<file path="src/rtl/sdram_port_arbiter.sv">
// sdram_port_arbiter: round-robin sharing of one SDRAM controller among NPORTS requesters, with watchdog abort.
// Define PORT0_PRIORITY_EN to let port 0 win every arbitration it requests without advancing the round-robin pointer.
module sdram_port_arbiter #(
  parameter int NPORTS = 3,
  parameter int ADDR_W = 32,
  parameter int DATA_W = 16,
  parameter int TIMEOUT_CYCLES = 4096
) (
  input  logic                     ramclk,
  input  logic                     reset_n,
  input  logic [NPORTS-1:0]        port_req,
  input  logic [NPORTS-1:0]        port_we,
  input  logic [NPORTS*ADDR_W-1:0] port_addr,
  input  logic [NPORTS*DATA_W-1:0] port_wdata,
  output logic [DATA_W-1:0]        port_rdata,
  output logic [NPORTS-1:0]        port_rvalid,
  output logic [NPORTS-1:0]        port_done,
  output logic [NPORTS-1:0]        port_err,
  output logic                     mem_read_req,
  input  logic                     mem_read_grant,
  output logic [ADDR_W-1:0]        mem_read_addr,
  input  logic [DATA_W-1:0]        mem_read_data,
  input  logic                     mem_read_valid,
  output logic                     mem_write_req,
  input  logic                     mem_write_grant,
  output logic [ADDR_W-1:0]        mem_write_addr,
  output logic [DATA_W-1:0]        mem_write_data,
  input  logic                     mem_commit,
  output logic                     busy
);
  localparam int IW = NPORTS > 1 ? $clog2(NPORTS) : 1;
  localparam int WW = TIMEOUT_CYCLES > 2 ? $clog2(TIMEOUT_CYCLES) : 1;
  localparam logic [1:0] IDLE = 2'd0, ISSUE = 2'd1, WAIT = 2'd2;

  logic [1:0]        state_q, state_d;
  logic [IW-1:0]     rr_q, rr_d, win_q, win_d;
  logic              we_q, req_q, got_q;
  logic [ADDR_W-1:0] addr_q;
  logic [DATA_W-1:0] wdata_q, rdata_q;
  logic [WW-1:0]     wd_q;
  logic [NPORTS-1:0] done_q, err_q, rvalid_q, req_m, win_oh;
  logic              any, gnt, commit, tmo, fin, rv;

  always_comb begin
    // the port that just finished is masked for one cycle so it can drop its request
`ifdef PORT0_PRIORITY_EN
    req_m = port_req & ~(done_q & ~NPORTS'(1));
`else
    req_m = port_req & ~done_q;
`endif
    any = |req_m;
    win_d = '0;
    for (int k = NPORTS - 1; k >= 0; k--)
      if (req_m[(int'(rr_q) + k) % NPORTS]) win_d = IW'((int'(rr_q) + k) % NPORTS);
`ifdef PORT0_PRIORITY_EN
    if (req_m[0]) win_d = '0;
`endif
    win_oh = NPORTS'(1) << win_q;
    gnt = req_q & (we_q ? mem_write_grant : mem_read_grant);
    commit = state_q == WAIT && mem_commit;
    tmo = state_q != IDLE && !commit && wd_q == WW'(TIMEOUT_CYCLES - 1);
    fin = commit | tmo;
    rv = state_q == WAIT && mem_read_valid && !we_q && !got_q;
    state_d = state_q == IDLE ? (any ? ISSUE : IDLE) :
              fin ? IDLE : (state_q == ISSUE && gnt) ? WAIT : state_q;
`ifdef PORT0_PRIORITY_EN
    rr_d = (!fin || win_q == '0) ? rr_q : win_q == IW'(NPORTS - 1) ? '0 : win_q + 1'b1;
`else
    rr_d = !fin ? rr_q : win_q == IW'(NPORTS - 1) ? '0 : win_q + 1'b1;
`endif
  end

  always_ff @(posedge ramclk or negedge reset_n) begin
    if (!reset_n) begin
      state_q  <= IDLE;
      rr_q     <= '0;
      win_q    <= '0;
      we_q     <= 1'b0;
      req_q    <= 1'b0;
      got_q    <= 1'b0;
      addr_q   <= '0;
      wdata_q  <= '0;
      rdata_q  <= '0;
      wd_q     <= '0;
      done_q   <= '0;
      err_q    <= '0;
      rvalid_q <= '0;
    end else begin
      state_q  <= state_d;
      rr_q     <= rr_d;
      // request drops on the edge after a matching grant so the controller cannot grant twice
      req_q    <= state_q == ISSUE && !gnt && !tmo;
      wd_q     <= state_q == IDLE ? '0 : wd_q + 1'b1;
      got_q    <= state_q != IDLE && (got_q | rv);
      done_q   <= fin ? win_oh : '0;
      err_q    <= tmo ? win_oh : '0;
      rvalid_q <= rv ? win_oh : '0;
      if (rv) rdata_q <= mem_read_data;
      if (state_q == IDLE && any) begin
        win_q   <= win_d;
        we_q    <= port_we[win_d];
        addr_q  <= port_addr[int'(win_d) * ADDR_W +: ADDR_W];
        wdata_q <= port_wdata[int'(win_d) * DATA_W +: DATA_W];
      end
    end
  end

  assign port_rdata     = rdata_q;
  assign port_rvalid    = rvalid_q;
  assign port_done      = done_q;
  assign port_err       = err_q;
  assign mem_read_req   = req_q & ~we_q;
  assign mem_write_req  = req_q & we_q;
  assign mem_read_addr  = addr_q;
  assign mem_write_addr = addr_q;
  assign mem_write_data = wdata_q;
  assign busy           = state_q != IDLE;
endmodule

</file>
<file path="config.mk">
export PLATFORM = sky130hd
export DESIGN_NAME = sdram_port_arbiter
export DESIGN_NICKNAME = d
export VERILOG_FILES = /design/src/rtl/sdram_port_arbiter.sv
export SDC_FILE = /design/constraint.sdc
export NUM_CORES = 1
export LEC_CHECK = 0
export ABC_CLOCK_PERIOD_IN_PS = 2500
export CORE_UTILIZATION = 43
export CTS_CLUSTER_DIAMETER = 50
export DETAILED_ROUTE_END_ITERATION = 7
export PLACE_DENSITY = 0.89
export SKIP_LAST_GASP = 1
export SYNTH_ARGS = -nofsm -noshare
export SYNTH_HDL_FRONTEND = slang
export SYNTH_SLANG_ARGS = --single-unit
</file>
<file path="constraint.sdc">
create_clock -name ramclk -period 2.5 [get_ports ramclk]
set_input_delay 0.625 -clock ramclk [delete_from_list [all_inputs] [get_ports ramclk]]
set_output_delay 0.625 -clock ramclk [all_outputs]
set_load 0.01 [all_outputs]
</file>
==> metrics.txt, run 1 <==
Vias/cell=approximately 5.8; final-report hold violation count=0; Buf/Inv on CP=3; GRT Util Overall=26.0%; Starting Density=44.6%; Yosys Warn Count=0; via count=~6300; Final Instance Count excl. Fillers=1103; Hold Path Class=in2async; Post-Place Cells=~1100; Worst Tran Pin Value=approximately 0.41 ns; WP data required=2.75 ns; Setup CP Type=reg2reg; NumNets Final=between 1000 and 1500; final cycle utilization of the critical path=92.9%; Max FO, Critical Path=30; GPL Wtd Cong=0.847; Placed Area=~9400 um2; number of iterations in the first detailed-routing pass=4; final core area utilization=between 60% and 70%; Sink Count=94; detailed-route wire length=19700 um; hold bufs inserted after CTS=0; Peak VDD IR=roughly 0.00073 V; IO buf count=approximately 280; Reg2Reg Setup Slack=0.18 ns; TritonCTS clock tree=done; FF-to-FF path depth=8; Chip Height=123 um; FMAX=~430 MHz; CTS Buf Count=9; critical path's largest stage delay=roughly 0.44 ns; commonest non-fill, non-tap cell in the layout=clkdlybuf4s50_1; crit path cell chain=inv_1, ha_2, inv_2, or3_4, a31o_1, buf_4, and4_1, nor3_1; most frequent cells in the layout=278 x clkdlybuf4s50_1, 108 x a21oi_1, 94 x dfrtp_1; sequential area share after synthesis=between 30% and 40%; Startpoint Class=register; Die ar.=15100 um2; drt wl/cell=between 15 and 20 um; clock buffer depth=2; fin crit period=around 2.3 ns; final setup fails=0; H-tree levels=3; critical path depth=8; DR DRC count=0; async set-reset flop share out of synthesis=100%; Final Slew Violations=0; TNS Setup=0 ns; Skew-Pair Late Insertion Delay=between 0.3 and 0.4 ns; Post-synth EDFFs=0; initial antenna violation count=0; Overflow after GRT=0; CTS root buf=clkbuf_16; CTS clk-pin slew, worst paths=about 0.070 ns; slew margin rel.=slightly above 70%; endpoint class of the critical path=register; worst hold slack=just over 0.2 ns; Cell Area, Synth=6260 um2; largest net degree at the start of global routing=43; number of global-route vias before repair=around 6000; Detailed Place HPWL=between 10000 and 15000 um; Worst Path Arrival=around 2.6 ns; Final Cell Area=around 9700 um2; layout cell share with drive strength beyond 1=roughly an eighth; Power Density=1070 nW/um2; post-synth cell types=47; I/O pin total=between 200 and 300; unrepaired setup endpoints after global routing=false; worst-path cell with the longest stage delay=ha_2; drt initial violations=352; Gate Count Post-Synth=671; Die Width=about 120 um; clk_skew=about 0.0055 ns; area grow syn2layout=54.6%; FF+latch count, synth=94; pre-CTS setup slack=-0.115 ns; Syn Nets=around 850; Synth Flop Type=dfrtp_1; final worst slack=about 0.18 ns; number of inserted diodes=0; first-pass GRT wire length=30400 um; Leakage=between 4 and 5 nW; CP top delay family=simple AND/OR/NAND/NOR gates; fill count=~1100; post_cts resized=0; Tot Pwr=about 10 mW; Final ANT Viol Nets=0; max_cap viols=0; Post-Synthesis Mean Instance Area=just over 9 um2; post-CTS setup buffer count=0; core area=between 10000 and 15000 um2; # rows=43; status=finished, final reports clean
## synthesized netlist by cell type, types with 2 or more instances
library cell  count  share of area [%]
nor3_1           33                2.6
o22ai_1           2               0.20
nand2b_1         54                5.4
nor3b_1           3               0.36
nand4_1           5               0.50
nor2_1           21                1.3
buf_2            22                1.8
or3_1             5               0.50
o211a_1          48                7.7
and4_1           49                6.9
nor3_2           19                3.0
buf_4            37                4.4
dfrtp_1          94                 38
a21oi_1         108                8.6
inv_1             4               0.24
clkbuf_1         33                2.0
nand3b_1          4               0.48
buf_6             3               0.54
ha_1              4               0.80
o31ai_1          50                6.0
nand2_1           7               0.42
mux2_2           17                3.1
nand3_1           3               0.24
and2_1            4               0.40
buf_1             2               0.12
xor2_1            5               0.70
mux2i_1           2               0.32
nor2b_1           6               0.60
o21ai_0           9               0.72
## cells by family (layout without fill, tap and decap cells)
group | Yosys count | count (layout) | synth area share [%]
AOI/OAI and AO/OA | 228 | 228 | 24.8
xor gates and xnor gates | 6 | 6 | 0.839
adders and majority gates | 4 | 4 | 0.799
buffers and inverters | 102 | 354 | 9.13
DFF | 94 | 94 | 37.6
muxes | 19 | 19 | 3.38
and+or+nand+nor | 218 | 218 | 23.5
## sequential cells by signal (all words and copies together), names as in the netlist
name / count
req_q: 1
state_q: 2
got_q: 1
rr_q: 2
port_err: 3
we_q: 1
mem_read_addr: 32
port_rdata: 16
wd_q: 12
port_rvalid: 3
win_q: 2
port_done: 3
mem_write_data: 16
## report_power, final
group / total, mW / switching (mW) / internal [mW] / leakage (nW)
clock: 1.51 / 0.633 / 0.881 / 0.152
sequential: 2.70 / 0.604 / 2.09 / 1.21
combinational: 6.18 / 2.84 / 3.34 / 2.93
## final cells by class
type,count,area (um2),share of cell area (%)
tap,180,225,2.33
timing repair buffer,333,3380,34.9
multi-input combinational,475,3380,34.9
clock inverter,7,97.6,1.01
sequential,94,2350,24.3
clock buffer,9,225,2.33
inverter,5,18.8,0.194
## routing by layer
| layer | part of all wire [%] | global-route usage (%) | up-vias |
|---|---|---|---|
| li1 | - | - | 2983 |
| met1 | 42 | 32.7 | 3108 |
| met2 | 52 | 45.3 | 232 |
| met3 | 5.3 | 5.02 | 22 |
| met4 | 1.5 | 6.63 | 0 |
| met5 | 0 | 0 | - |
## worst paths after layout
| path | from | endpoint |
|---|---|---|
| worst max-delay path | rr_q[0] | mem_read_addr[7] |
| worst min-delay path | reset_n | port_rdata[10] |
| worst max register to register | rr_q[0] | mem_read_addr[7] |
| worst min register to register | wd_q[0] | wd_q[0] |
| max in group asynchronous | reset_n | win_q[1] |
| min in group ramclk | wd_q[0] | wd_q[0] |
(Power assumes the default switching activity.)
==> run 2, diff against run 1 <==
Settings changed: CORE_MARGIN set to 3, SLEW_MARGIN set to 20.
==> metrics.txt, run 2 (synthesis gave the netlist of run 1 again) <==
Leakage=4.24 nW (was 4.29 nW); Internal Power=6.10 mW (was 6.31 mW); Startpoint Class=register (unchanged); switch share=40.3% (was 39.2%); Register Area=2350 um2 (unchanged); initial antenna violation count=0 (unchanged); IO buf count=279 (unchanged); first-pass GRT wire length=32600 um (was 30400 um); Power Density=1070 nW/um2 (about the same); Starting Density=44.6% (unchanged); Sink Count=94 (unchanged); Final Slew Violations=0 (unchanged); number of inserted diodes=0 (unchanged); cell mode on critical path=buf_12; Overflow after GRT=0 (unchanged); CTS clk-pin slew, worst paths=0.07 ns (about the same); worst hold slack=0.268 ns (was 0.201 ns); status=finished, final reports clean (unchanged); switching power=4.11 mW (was 4.08 mW); largest net degree at the start of global routing=77 (was 43); crit path cell chain=inv_1, ha_1, buf_4, nor2_1, a21oi_1, o221ai_4, buf_12, buf_12, o31ai_1, nor3_1 (was inv_1, ha_2, inv_2, or3_4, a31o_1, buf_4, and4_1, nor3_1); final-report hold violation count=0 (unchanged); final core area utilization=68.2% (was 68.9%); Multi-input gate area=3380 um2 (about the same); fin crit period=2.33 ns (was 2.32 ns); critical path's largest stage delay=0.41 ns (was 0.44 ns); Skew-Pair Late Insertion Delay=0.35 ns (was 0.34 ns); slew margin rel.=63.0% (was 72.7%); max reg flops=32 (unchanged); H-tree levels=3 (unchanged); drt wl/cell=18.7 um (was 17.8 um); Die Width=127 um (was 123 um); CTS Buf Count=9 (unchanged); via count=6278 (was 6345); # rows=43 (unchanged); DR DRC count=0 (unchanged); commonest non-fill, non-tap cell in the layout=clkdlybuf4s50_1 (unchanged); clk_skew=0.00995 ns (was 0.00553 ns); worst-path cell with the longest stage delay=dfrtp_1 (was ha_2); FF-to-FF path depth=10 (was 8); Hold Path Class=in2async (unchanged); Clk pwr share=13.4% (was 14.6%); core area=14000 um2 (unchanged); drt initial violations=357 (was 352); r2r startpoint=rr_q[1] (was rr_q[0]); GRT Util Overall=24.9% (was 26.0%); hold bufs inserted after CTS=0 (unchanged); number of iterations in the first detailed-routing pass=5 (was 4); final cycle utilization of the critical path=93.0% (was 92.9%); Max FO, Critical Path=17 (was 30); clock buffer depth=2 (unchanged); Die ar.=16000 um2 (was 15100 um2); crit path to=mem_read_addr[20] (was mem_read_addr[7]); Seq pwr share=26.5% (was 25.9%); Final ANT Viol Nets=0 (unchanged); endpoint class of the critical path=register (unchanged); I/O pin total=280 (unchanged); unrepaired setup endpoints after global routing=false (unchanged); detailed-route wire length=20400 um (was 19700 um); TritonCTS clock tree=done (unchanged); Logic pwr share=60.1% (was 59.5%); Worst Path Arrival=2.55 ns (was 2.57 ns); Reg2Reg Setup Slack=0.17 ns (was 0.18 ns); NumNets Final=1080 (was 1094); layout cell share with drive strength beyond 1=11.4% (was 12.7%); max_cap viols=0 (unchanged); CTS root buf=clkbuf_16 (unchanged); Chip Height=127 um (was 123 um); post-CTS setup buffer count=0 (unchanged); Peak VDD IR=0.000647 V (was 0.000728 V); number of global-route vias before repair=6207 (was 6008); Critical Path Start=rr_q[1] (was rr_q[0]); FMAX=430 MHz (about the same); area grow syn2layout=53.0% (was 54.6%); Detailed Place HPWL=14800 um (was 14400 um); final setup fails=0 (unchanged); Worst Tran Pin Value=0.556 ns (was 0.409 ns); Vias/cell=5.76 (was 5.75); fill count=1086 (was 1084); GPL Wtd Cong=0.856 (was 0.847); most frequent cells in the layout=278 x clkdlybuf4s50_1, 108 x a21oi_1, 94 x dfrtp_1 (unchanged); RR Endpoint=mem_read_addr[20] (was mem_read_addr[7]); WP data required=2.72 ns (was 2.75 ns); Setup CP Type=reg2reg (unchanged)
## run 2: layout make-up
type	instances	share of cell area [%]
clock buffers	9	2.35
repair buffers	319	34.6
clock inverters	7	0.653
flip-flops and latches	94	24.6
multi-input cells	475	35.3
inverters	5	0.196
well taps	180	2.35
## run 2: worst min path at each step
stage                 start             end  slack, ns  cells after the start
finish              reset_n   port_rdata[7]       0.27                      1
detailed placement    got_q           got_q       0.49                      2
CTS                 reset_n   port_rdata[1]       0.28                      1
global placement    wd_q[0]         wd_q[0]       0.47                      1
floorplan           reset_n           got_q       0.33                      0
global route        reset_n  port_rdata[10]       0.29                      1
## run 2: metrics by stage
step	power (mW)	area (um2)	TNS (ns)	setup WS [ns]	cells
CTS	10.3	9580	0	0.0900	1089
floorplan	6.25	6260	0	0.389	671
global route	10.9	9580	0	0.0141	1089
finish	10.2	9580	0	0.174	1089
global placement	8.68	9290	-0.0555	-0.0178	1073
detailed placement	8.85	9290	-1.36	-0.106	1073
## run 2: metal layers
| metal | wire length, um | part of all wire [%] | vias to the layer above | track usage, % |
|---|---|---|---|---|
| met3 | 1380 | 6.8 | 65 | 5.64 |
| li1 | - | - | 2956 | - |
| met2 | 10000 | 49 | 254 | 41.0 |
| met5 | 0 | 0 | - | 0 |
| met4 | 765 | 3.8 | 0 | 11.2 |
| met1 | 8210 | 40 | 3003 | 31.4 |
## run 2: worst max-delay path: cells and delay by family (launching register included)
| kind | cells | cell delay (ns) |
|---|---|---|
| buffers and inverters | 4 | 0.59 |
| adder cells (fa/ha/maj) | 1 | 0.33 |
| AND/OR/NAND/NOR | 2 | 0.14 |
| AO/OA/AOI/OAI | 3 | 0.71 |
| flip-flops | 1 | 0.41 |
## run 2: repair_timing
item,CTS,global route
endpoints found under the hold margin,0,0
setup endpoints to repair,0,14
gates resized for setup,0,2
## run 2: power groups by stage
stage | combinational [mW] | clock, mW | sequential (mW)
after floorplan | 3.48 | 0 | 2.77
after global placement | 5.99 | 0 | 2.69
after detailed placement | 6.14 | 0 | 2.72
after CTS | 6.16 | 1.39 | 2.70
after global routing | 6.65 | 1.46 | 2.80
final | 6.14 | 1.37 | 2.70
==> run 3, diff against run 2 <==
Settings changed: CORE_AREA set to 3 3 109 111, CORE_MARGIN 3 to not set, CORE_UTILIZATION 43 to not set, DIE_AREA set to 0 0 112 114, DONT_BUFFER_PORTS set to 1, PLACE_DENSITY 0.89 to 0.79.
==> metrics.txt, run 3 (synthesis gave the netlist of run 1 again) <==
Final Cell Area=6370 um2 (was 9580 um2); Detailed Place HPWL=11300 um (was 14800 um); Vias/cell=6.88 (was 5.76); Skew-Pair Late Insertion Delay=0.37 ns (was 0.35 ns); worst-path cell with the longest stage delay=dfrtp_1 (unchanged); status=complete, but fails checks (was finished, final reports clean); WP data required=2.77 ns (was 2.72 ns); CP top delay family=compound AO/OA/AOI/OAI gates (unchanged); GRT Util Overall=25.8% (was 24.9%); max reg flops=32 (unchanged); Startpoint Class=register (unchanged); Reg2Reg Setup Slack=0.14 ns (was 0.17 ns); Die ar.=12800 um2 (was 16000 um2); crit path cell chain=inv_1, ha_1, buf_4, nor3b_2, o22ai_4, o21a_2, buf_6, o211a_1, nor3_1 (was inv_1, ha_1, buf_4, nor2_1, a21oi_1, o221ai_4, buf_12, buf_12, o31ai_1, nor3_1); worst hold slack=-0.0662 ns (was 0.268 ns); Buf/Inv on CP=3 (was 4); most frequent cells in the layout=107 x a21oi_1, 94 x dfrtp_1, 54 x nand2b_1 (was 278 x clkdlybuf4s50_1, 108 x a21oi_1, 94 x dfrtp_1); I/O pin total=280 (unchanged); TNS Setup=0 ns (unchanged); area grow syn2layout=1.76% (was 53.0%); DR DRC count=0 (unchanged); clk_skew=0.00754 ns (was 0.00995 ns); critical path's largest stage delay=0.42 ns (was 0.41 ns); final core area utilization=58.5% (was 68.2%); IO buf count=0 (was 279); TritonCTS clock tree=done (unchanged); r2r startpoint=rr_q[1] (unchanged); clock buffer depth=2 (unchanged); Critical Path Start=rr_q[1] (unchanged); Chip Height=114 um (was 127 um); Setup CP Type=reg2reg (unchanged); # rows=38 (was 43); endpoint class of the critical path=register (unchanged); final cycle utilization of the critical path=94.2% (was 93.0%); CTS clk-pin slew, worst paths=0.10 ns (was 0.07 ns); Multi-input gate area=3440 um2 (was 3380 um2); CTS Buf Count=9 (unchanged); Max FO, Critical Path=22 (was 17); largest net degree at the start of global routing=101 (was 77); Die Width=112 um (was 127 um); Worst Tran Pin Value=0.689 ns (was 0.556 ns); drt initial violations=716 (was 357); via count=5161 (was 6278); GPL Wtd Cong=0.868 (was 0.856); Hold Path Class=in2async (unchanged); Final Slew Violations=0 (unchanged); first-pass GRT wire length=26600 um (was 32600 um); Worst Path Arrival=2.63 ns (was 2.55 ns); Leakage=2.96 nW (was 4.24 nW); fill count=941 (was 1086); post-CTS setup buffer count=0 (unchanged); NumNets Final=781 (was 1080); number of inserted diodes=0 (unchanged); commonest non-fill, non-tap cell in the layout=a21oi_1 (was clkdlybuf4s50_1); Final ANT Viol Nets=0 (unchanged); FMAX=425 MHz (was 430 MHz); Peak VDD IR=0.000687 V (was 0.000647 V); RR Endpoint=mem_read_addr[5] (was mem_read_addr[20]); H-tree levels=3 (unchanged); core area=10900 um2 (was 14000 um2); crit path to=mem_read_addr[5] (was mem_read_addr[20]); Sink Count=94 (unchanged); failing checks=hold timing; initial antenna violation count=0 (unchanged); Overflow after GRT=0 (unchanged); number of iterations in the first detailed-routing pass=5 (unchanged); Post-Place Cells=732 (was 1073); Register Area=2350 um2 (unchanged); max_cap viols=0 (unchanged); slew margin rel.=54.1% (was 63.0%); layout cell share with drive strength beyond 1=14.1% (was 11.4%); final setup fails=0 (unchanged); Placed Area=6120 um2 (was 9290 um2); Final Instance Count excl. Fillers=750 (was 1089); Power Density=1240 nW/um2 (was 1070 nW/um2); number of global-route vias before repair=5153 (was 6207); final-report hold violation count=94 (was 0); critical path depth=9 (was 10); FF-to-FF path depth=9 (was 10); detailed-route wire length=17200 um (was 20400 um); unrepaired setup endpoints after global routing=false (unchanged); Starting Density=57.5% (was 44.6%); fin crit period=2.36 ns (was 2.33 ns); drt wl/cell=23.0 um (was 18.7 um); CTS root buf=clkbuf_8 (was clkbuf_16)
## run 3: cell count changes in the layout (fill, tap and decap cells not counted), moves of 2 or more
| cell | delta |
|---|---|
| nor3b_1 | -2 |
| clkinvlp_4 | +3 |
| clkdlybuf4s50_1 | -278 |
| clkbuf_8 | +9 |
| nor3b_2 | +2 |
| clkbuf_16 | -9 |
| clkinv_4 | -2 |
| buf_4 | -12 |
| buf_12 | -13 |
| buf_6 | +2 |
## run 3: where the power goes
group,switching (mW),internal [mW]
registers,1.01,2.08
clock network,0.580,0.373
logic,2.16,1.71
## run 3: stage by stage
stage | setup WS (ns) | hold slack [ns] | total power, mW
after floorplan | 0.389 | 0.329 | 6.25
after detailed placement | -0.0556 | 0.332 | 6.82
after CTS | 0.0252 | -0.0892 | 7.85
after global routing | 0.0358 | -0.102 | 8.52
final | 0.144 | -0.0662 | 7.92
after global placement | 0.0775 | 0.332 | 6.62
## run 3: metal layers
layer | GRT usage [%] | wire length [um]
met1 | 32.8 | 6860
met2 | 43.8 | 8670
met3 | 5.15 | 1250
met4 | 9.54 | 447
met5 | 0 | 0
## run 3: final cells by class
type / count / area share [%]
tap: 140 / 2.75
inverter: 5 / 0.295
clock buffer: 9 / 1.94
clock inverter: 7 / 0.884
sequential: 94 / 36.9
timing repair buffer: 18 / 3.22
multi-input combinational: 477 / 54.0
## run 3: how the worst min path moves through the flow
stage,from,end,depth (start not counted)
6_report,reset_n,port_rvalid[2],0
5_1_grt,reset_n,port_rvalid[2],0
4_1_cts,reset_n,req_q,0
3_5_place_dp,reset_n,req_q,0
3_3_place_gp,reset_n,port_rvalid[2],0
2_1_floorplan,reset_n,got_q,0
## run 3: what timing repair did
action / in CTS / in global routing
gates cloned: 1 / 1
setup endpoints to repair: 49 / 49
gates resized for setup: 2 / 8
pin swaps: 1 / 2
hold endpoints to repair: 94 / 94
